--- config.mk ---
export PLATFORM = sky130hd
export DESIGN_NAME = fifo16_rr_ctrl
export DESIGN_NICKNAME = d
export VERILOG_FILES = /design/src/rtl/fifo16_pkg.sv /design/src/rtl/rr_arb2.sv /design/src/rtl/sram16x32DpAr.sv /design/src/rtl/fifo16_rr_ctrl.sv
export SDC_FILE = /design/constraint.sdc
export NUM_CORES = 1
export LEC_CHECK = 0
export ABC_AREA = 1
export CAP_MARGIN = 20
export CORE_ASPECT_RATIO = 1.1
export CORE_MARGIN = 1.5
export CORE_UTILIZATION = 40
export CTS_BUF_LIST = sky130_fd_sc_hd__clkbuf_4
export CTS_CLUSTER_SIZE = 40
export DETAILED_ROUTE_END_ITERATION = 7
export PLACE_DENSITY = 0.54
export SLEW_MARGIN = 40
export SYNTH_ARGS = -nofsm -noshare
export SYNTH_HDL_FRONTEND = slang
export SYNTH_HIERARCHICAL = 1
export SYNTH_SLANG_ARGS = --single-unit
--- constraint.sdc ---
create_clock -name i_clock -period 7.29 [get_ports i_clock]
set_input_delay 0.729 -clock i_clock [delete_from_list [all_inputs] [get_ports i_clock]]
set_output_delay 0.729 -clock i_clock [all_outputs]
set_load 0.01 [all_outputs]
--- src/rtl/fifo16_pkg.sv ---
// Shared widths, RAM write payload and pointer helper for the 16-entry FIFO controller.
package fifo16_pkg;

    localparam int unsigned DEPTH  = 16;
    localparam int unsigned PTR_W  = 4;
    localparam int unsigned CNT_W  = 5;
    localparam int unsigned DATA_W = 32;

    typedef logic [DATA_W-1:0] data_t;
    typedef logic [PTR_W-1:0]  ptr_t;
    typedef logic [CNT_W-1:0]  cnt_t;

    typedef struct packed {
        logic  we;
        ptr_t  addr;
        data_t data;
    } wr_req_t;

    function automatic ptr_t next_ptr(input ptr_t ptr);
        return (ptr == ptr_t'(DEPTH - 1)) ? '0 : ptr + ptr_t'(1);
    endfunction

endpackage

--- src/rtl/rr_arb2.sv ---
// Two-way round-robin arbiter; after a grant the other requester gets preference.
module rr_arb2 (
    input  logic       i_clk,
    input  logic       i_rst_n,
    input  logic       i_en,
    input  logic [1:0] i_req,
    output logic [1:0] o_gnt_c
);

    logic r_prio;
    logic w_pick1;

    // Requester 1 wins when it is alone or holds preference.
    assign w_pick1 = i_req[1] & (~i_req[0] | r_prio);
    assign o_gnt_c = {i_en & w_pick1, i_en & i_req[0] & ~w_pick1};

    always_ff @(posedge i_clk) begin
        if (!i_rst_n) begin
            r_prio <= 1'b0;
        end else if (|o_gnt_c) begin
            r_prio <= o_gnt_c[0];
        end
    end

endmodule

--- src/rtl/sram16x32DpAr.sv ---
// 16x32 RAM: one synchronous write port, asynchronous reads at both the read and write addresses.
module sram16x32DpAr (
    input  logic        clock,
    input  logic        writeEnable,
    input  logic [3:0]  writeAddress,
    input  logic [31:0] writeData,
    input  logic [3:0]  readAddress,
    output logic [31:0] dataReadPort,
    output logic [31:0] dataWritePort
);

    logic [31:0] r_mem [16];

    always_ff @(posedge clock) begin
        if (writeEnable) begin
            r_mem[writeAddress] <= writeData;
        end
    end

    assign dataReadPort  = r_mem[readAddress];
    assign dataWritePort = r_mem[writeAddress];

endmodule

--- src/rtl/fifo16_rr_ctrl.sv ---
// Runs a 16x32 RAM as a FIFO: two round-robin producers share the write port, one consumer reads.
module fifo16_rr_ctrl
    import fifo16_pkg::*;
#(
    parameter int unsigned ALMOST_FULL = 12
) (
    input  logic              i_clock,
    input  logic              i_n_reset,
    input  logic              i_flush,
    input  logic              i_req0,
    input  logic              i_req1,
    input  logic [DATA_W-1:0] i_data0,
    input  logic [DATA_W-1:0] i_data1,
    output logic              o_grant0,
    output logic              o_grant1,
    input  logic              i_pop_req,
    output logic [DATA_W-1:0] o_pop_data,
    output logic              o_pop_valid,
    output logic              o_full,
    output logic              o_empty,
    output logic              o_almost_full,
    output logic [CNT_W-1:0]  o_count,
    output logic              o_pop_error
);

    localparam cnt_t AF_LVL = cnt_t'(ALMOST_FULL);

    ptr_t        r_wr_ptr;
    ptr_t        r_rd_ptr;
    cnt_t        r_count;
    logic        r_pop_error;

    logic        w_full;
    logic        w_empty;
    logic        w_grant_en;
    logic [1:0]  w_gnt;
    logic        w_push;
    logic        w_pop;
    wr_req_t     w_wr;
    data_t       w_unused_wr_port;

    assign w_full     = (r_count == cnt_t'(DEPTH));
    assign w_empty    = (r_count == '0);
    assign w_grant_en = i_n_reset & ~w_full & ~i_flush;
    assign w_push     = |w_gnt;
    assign w_pop      = i_pop_req & ~w_empty & ~i_flush;

    rr_arb2 u_arb (
        .i_clk   (i_clock),
        .i_rst_n (i_n_reset),
        .i_en    (w_grant_en),
        .i_req   ({i_req1, i_req0}),
        .o_gnt_c (w_gnt)
    );

    always_comb begin
        w_wr      = '0;
        w_wr.we   = w_push;
        w_wr.addr = r_wr_ptr;
        w_wr.data = w_gnt[1] ? i_data1 : i_data0;
    end

    sram16x32DpAr u_ram (
        .clock         (i_clock),
        .writeEnable   (w_wr.we),
        .writeAddress  (w_wr.addr),
        .writeData     (w_wr.data),
        .readAddress   (r_rd_ptr),
        .dataReadPort  (o_pop_data),
        .dataWritePort (w_unused_wr_port)
    );

    // Occupancy is tracked by count alone, so full and empty never depend on pointer equality.
    always_ff @(posedge i_clock) begin
        if (!i_n_reset) begin
            r_wr_ptr    <= '0;
            r_rd_ptr    <= '0;
            r_count     <= '0;
            r_pop_error <= 1'b0;
        end else if (i_flush) begin
            r_wr_ptr    <= '0;
            r_rd_ptr    <= '0;
            r_count     <= '0;
            r_pop_error <= 1'b0;
        end else begin
            if (w_push) begin
                r_wr_ptr <= next_ptr(r_wr_ptr);
            end
            if (w_pop) begin
                r_rd_ptr <= next_ptr(r_rd_ptr);
            end
            r_count <= r_count + cnt_t'(w_push) - cnt_t'(w_pop);
            if (i_pop_req && w_empty) begin
                r_pop_error <= 1'b1;
            end
        end
    end

    assign o_grant0      = w_gnt[0];
    assign o_grant1      = w_gnt[1];
    assign o_pop_valid   = ~w_empty;
    assign o_full        = w_full;
    assign o_empty       = w_empty;
    assign o_almost_full = (r_count >= AF_LVL);
    assign o_count       = r_count;
    assign o_pop_error   = r_pop_error;

endmodule

=== Yosys cells after proc, flatten, opt, wreduce, memory -nomap -nowiden ===
Memories as Yosys holds them, arrays and structs flattened. A register that Yosys moved wholly into a read port is not among the register bits.
Cells that the tools add are included.

* Bits in registers: 15
* Word-level logic and storage cells: 40
* RAM bits: 512
* Memories kept: 1

{| class="wikitable"
|+ Memory list
! name !! words !! width !! read ports !! clocked after Yosys merged registers in !! wr ports !! RTL line !! RTL
|-
| u_ram.r_mem || 16 || 32 || 1 || 1 || 1 || sram16x32DpAr.sv:12 || <nowiki>logic [31:0] r_mem [16];</nowiki>
|}

* Mux-type cells: 7
* Reductions and logical operators: 4
* Bitwise gates (word level): 15
* $add $sub $neg: 4
* $lt $le $gt $ge: 1
* Eq/ne operators: 3

{| class="wikitable"
|+ Operators with widths
! kind !! number
|-
| 32-bit two-way mux || 1
|-
| 4-bit two-way mux || 4
|-
| 4-bit by 1-bit adder with 4-bit output, second input constant || 2
|-
| 1-bit AND || 8
|-
| 4-bit equality test, second input constant || 2
|-
| 1-bit inverter || 6
|-
| 5-bit by 1-bit adder with 5-bit output || 1
|-
| 5-bit equality test, second input constant || 1
|-
| 5-bit by 4-bit greater-or-equal comparator with 1-bit output, second input constant || 1
|-
| 5-bit zero test || 1
|-
| 5-bit by 1-bit subtractor with 5-bit output || 1
|-
| 2-bit OR reduction || 2
|-
| 1-bit two-way mux || 2
|-
| 1-bit logical AND || 1
|-
| 1-bit OR || 1
|}

=== Depth between registers and ports, before layout ===
* Depth in word-level cells: 9
* Gate-level depth with buffers: 21

=== Cells and area by module ===
The synthesis kept the hierarchy.

{| class="wikitable"
|+ Modules (own cells, without submodules)
! module !! sequential area each (µm²) !! area an instance (µm²) !! times used !! cells each
|-
| sram16x32DpAr || 15374.7 || 27944.3 || 1 || 3630
|-
| fifo16_rr_ctrl || 280.3 || 1432.6 || 1 || 146
|-
| rr_arb2 || 20.0 || 65.1 || 1 || 11
|}

=== Worst setup path after synthesis ===
Ideal clock, no wire load.

* Kind: input-to-reg
* Start: in i_n_reset
* End: mem u_ram.r_mem[11][0] (enable)
* Library setup time: 421 ps
* Path buffers: 1
* Arrival time: 3374 ps
* Setup slack: 3495 ps
* Stages on the path: 11
* Cells stage by stage: inv_1 nor2_2 buf_6 o21ai_0 inv_1 nand2_1 a21oi_1 nor2_8 inv_8 nand3_1 nor2_1

* Longest elaborated chain between the ends: 7

{| class="wikitable"
|+ RTL lines
! element !! RTL line !! RTL
|-
| start, declared || fifo16_rr_ctrl.sv:8 || <nowiki>input logic i_n_reset,</nowiki>
|-
| 1-bit AND (2 in a row) || fifo16_rr_ctrl.sv:44 || <nowiki>assign w_grant_en = i_n_reset & ~w_full & ~i_flush;</nowiki>
|-
| net w_grant_en || fifo16_rr_ctrl.sv:35 || <nowiki>logic w_grant_en;</nowiki>
|-
| 1-bit AND (2 in a row) || rr_arb2.sv:15 || <nowiki>assign o_gnt_c = {i_en & w_pick1, i_en & i_req[0] & ~w_pick1};</nowiki>
|-
| net o_grant0 || fifo16_rr_ctrl.sv:14 || <nowiki>output logic o_grant0,</nowiki>
|-
| 2-bit OR reduction || fifo16_rr_ctrl.sv:45 || <nowiki>assign w_push = |w_gnt;</nowiki>
|-
| net w_push || fifo16_rr_ctrl.sv:37 || <nowiki>logic w_push;</nowiki>
|-
| 1-bit two-way mux || sram16x32DpAr.sv:15 || <nowiki>if (writeEnable) begin</nowiki>
|-
| 1-bit two-way mux (implied by the code) || sram16x32DpAr.sv:16 || <nowiki>r_mem[writeAddress] <= writeData;</nowiki>
|-
| end, declared || sram16x32DpAr.sv:12 ||
|}

The timed path passes the listed nets, and every way through them passes these cells.

==> flow_metrics.env <==
export IMPL_drtAntennaViolNets=0
export IMPL_postCtsHoldBufs=0
export IMPL_total_leakage_power_nw=11.4
export IMPL_slew_limit_headroom_pct=46.6
export IMPL_via_count=15800
export IMPL_fp_row_count=92
export IMPL_postLayoutCoreUtil_pct=47.1
export IMPL_total_power_mw=6.27
export IMPL_post_cts_buffers=0
export IMPL_dpl_cells=3034
export IMPL_outcome="complete, no violations"
export IMPL_maximum_number_of_pins_on_one_net_before_global_route_repair=185
export IMPL_drive_gt1_share_pct=12.6
export IMPL_critPathArrivalTime_ns=3.84
export IMPL_final_nets=2501
export IMPL_cap_violations=0
export IMPL_synth_fp_nets=2340
export IMPL_tritoncts_num_buffers=135
export IMPL_total_routed_wirelength_um=59400
export IMPL_numClockSinks=527
export IMPL_finalWeightedCongestion=0.784
export IMPL_drt_pass1_iterations=5
export IMPL_setup_repair_after_global_routing_missed_its_margin="no"
export IMPL_critPathCaptureType="output pin"
export IMPL_worst_setup_path_start_kind="flip-flop"
export IMPL_grt_usage_pct=20.1
export IMPL_whs_ns=0.492
export IMPL_report_final_setup_viol=0
export IMPL_area_growth_synth_to_final_pct=15.8
export IMPL_cts_path_max_buffers=3
export IMPL_worstSetupPathType="reg -> out"
export IMPL_layout_cell_area_non_filler_um2=27200
export IMPL_synthesis_area_um2=23500
export IMPL_crit_required_ns=6.56
export IMPL_global_route_wire_length_before_repair_um=91100
export IMPL_overflow=0
export IMPL_ioPinCount=114
export IMPL_peak_clock_frequency_supported_by_timing_mhz=219
export IMPL_post_drt_via_cell_ratio=4.85
export IMPL_finalHoldViolCount=0
export IMPL_grt_antenna_before_repair=1
export IMPL_worst_tran_pin_value_ns=0.801
export IMPL_core_um2=57700
export IMPL_worst_path_max_fanout=81
export IMPL_regToRegSetupSlack_ns=3.86
export IMPL_initial_utilization_pct=40.7
export IMPL_worst_ir_drop_on_vdd_v=0.000108
export IMPL_buffer_ports_inserted=113
export IMPL_netlist_instances=2259
export IMPL_final_setup_skew_ns=0.0495
export IMPL_tritoncts="built"
export IMPL_critPathLaunch="r_rd_ptr[1]"
export IMPL_synth_warnings=6
export IMPL_post_dp_hpwl_um=32800
export IMPL_timing_setup_tns_ns=0
export IMPL_setup_slack_ns=2.72
export IMPL_cts_resized_gates=0
export IMPL_postPlaceCellArea_um2=25500
export IMPL_holdCritPathClass="reg -> reg"
export IMPL_clock_latency_ns=0.85
export IMPL_fill_cells=5385
export IMPL_grt_pass1_vias=15800
export IMPL_die_width_um=234
export IMPL_ctsRootBufferMaster="sky130_fd_sc_hd__clkbuf_4"
export IMPL_drt_wirelength_per_cell_um=18.3
export IMPL_final_max_slew_viol_count=0
export IMPL_post_place_ws_ns=2.97
export IMPL_drcViolationCount=0
export IMPL_h_tree_depth=4
export IMPL_hold_path_startpoint="o_pop_error"
export IMPL_dieHeight_um=257
export IMPL_die_area_um2=60100
export IMPL_drt_iter0_markers=1203
export IMPL_finalCritPeriodShare_pct=62.7
export IMPL_rr_startpoint="o_count[2]"
export IMPL_p_per_area_nw_per_um2=231
export IMPL_finalNonFillerCells=3251
export IMPL_min_period_ns=4.57
export IMPL_avgSynthCellArea_um2=10.4
export IMPL_clk_pin_slew_worst_paths_ns=0.07
==> layout make-up <==
cell class | count | area (um^2) | area share, %
clock inverters | 25 | 238 | 0.875
repair buffers | 146 | 1590 | 5.85
multi-input cells | 1191 | 5670 | 20.9
diodes | 1 | 2.50 | 0.00921
clock buffers | 190 | 1430 | 5.25
well taps | 752 | 941 | 3.46
flip-flops and latches | 527 | 15700 | 57.8
inverters | 419 | 1600 | 5.90
==> per-layer routing <==
metal	wire length (um)	GRT usage, %	up-vias
met2	28700	32.8	485
met1	25600	26.1	7506
met5	0	0	-
li1	-	-	7676
met3	3200	3.60	110
met4	1930	8.99	0
==> layout by cell type (no fill, tap or decap), types with 2 or more instances in the layout <==
cell type / count
sky130_fd_sc_hd__a21oi_2: 4
sky130_fd_sc_hd__inv_4: 2
sky130_fd_sc_hd__o21ai_0: 4
sky130_fd_sc_hd__clkinv_1: 10
sky130_fd_sc_hd__edfxtp_1: 512
sky130_fd_sc_hd__dfxtp_1: 11
sky130_fd_sc_hd__xor2_1: 2
sky130_fd_sc_hd__clkinvlp_4: 2
sky130_fd_sc_hd__buf_8: 7
sky130_fd_sc_hd__nand3_1: 392
sky130_fd_sc_hd__mux2_2: 2
sky130_fd_sc_hd__nor2_1: 18
sky130_fd_sc_hd__a21oi_1: 5
sky130_fd_sc_hd__inv_2: 12
sky130_fd_sc_hd__mux2_4: 30
sky130_fd_sc_hd__nor2_2: 3
sky130_fd_sc_hd__o21ai_1: 2
sky130_fd_sc_hd__clkbuf_4: 190
sky130_fd_sc_hd__nand2_1: 691
sky130_fd_sc_hd__nor2_4: 17
sky130_fd_sc_hd__dfxtp_4: 4
sky130_fd_sc_hd__buf_4: 17
sky130_fd_sc_hd__clkdlybuf4s50_1: 113
sky130_fd_sc_hd__inv_1: 409
sky130_fd_sc_hd__bufinv_16: 5
sky130_fd_sc_hd__buf_16: 7
sky130_fd_sc_hd__ha_1: 10
==> state kept, by name (all words and copies together), names as in the netlist <==
signal / cells
u_ram/r_mem: 512
r_wr_ptr: 4
u_arb/r_prio: 1
o_pop_error: 1
r_rd_ptr: 4
o_count: 5
==> final timing paths <==
check / end / cells after the start
worst max-delay path: o_pop_data[25] / 7
worst min-delay path: o_pop_error / 1
worst max register to register: u_ram/r_mem[1][16] / 12
worst min register to register: o_pop_error / 1
==> worst max-delay path, stage by stage (launching register included) <==
cell	delay (ns)
sky130_fd_sc_hd__dfxtp_4	0.48
sky130_fd_sc_hd__inv_6	0.65
sky130_fd_sc_hd__buf_4	0.67
sky130_fd_sc_hd__nand3_1	0.17
sky130_fd_sc_hd__nand3_1	0.21
sky130_fd_sc_hd__nand3_1	0.10
sky130_fd_sc_hd__nand2_1	0.12
sky130_fd_sc_hd__clkdlybuf4s50_1	0.56
==> where the power goes <==
group	internal, mW	switching, mW	leakage, nW
clock network	1.36	1.15	0.995
registers	3.35	0.0120	4.73
logic	0.154	0.239	5.70
(Power assumes the default switching activity.)
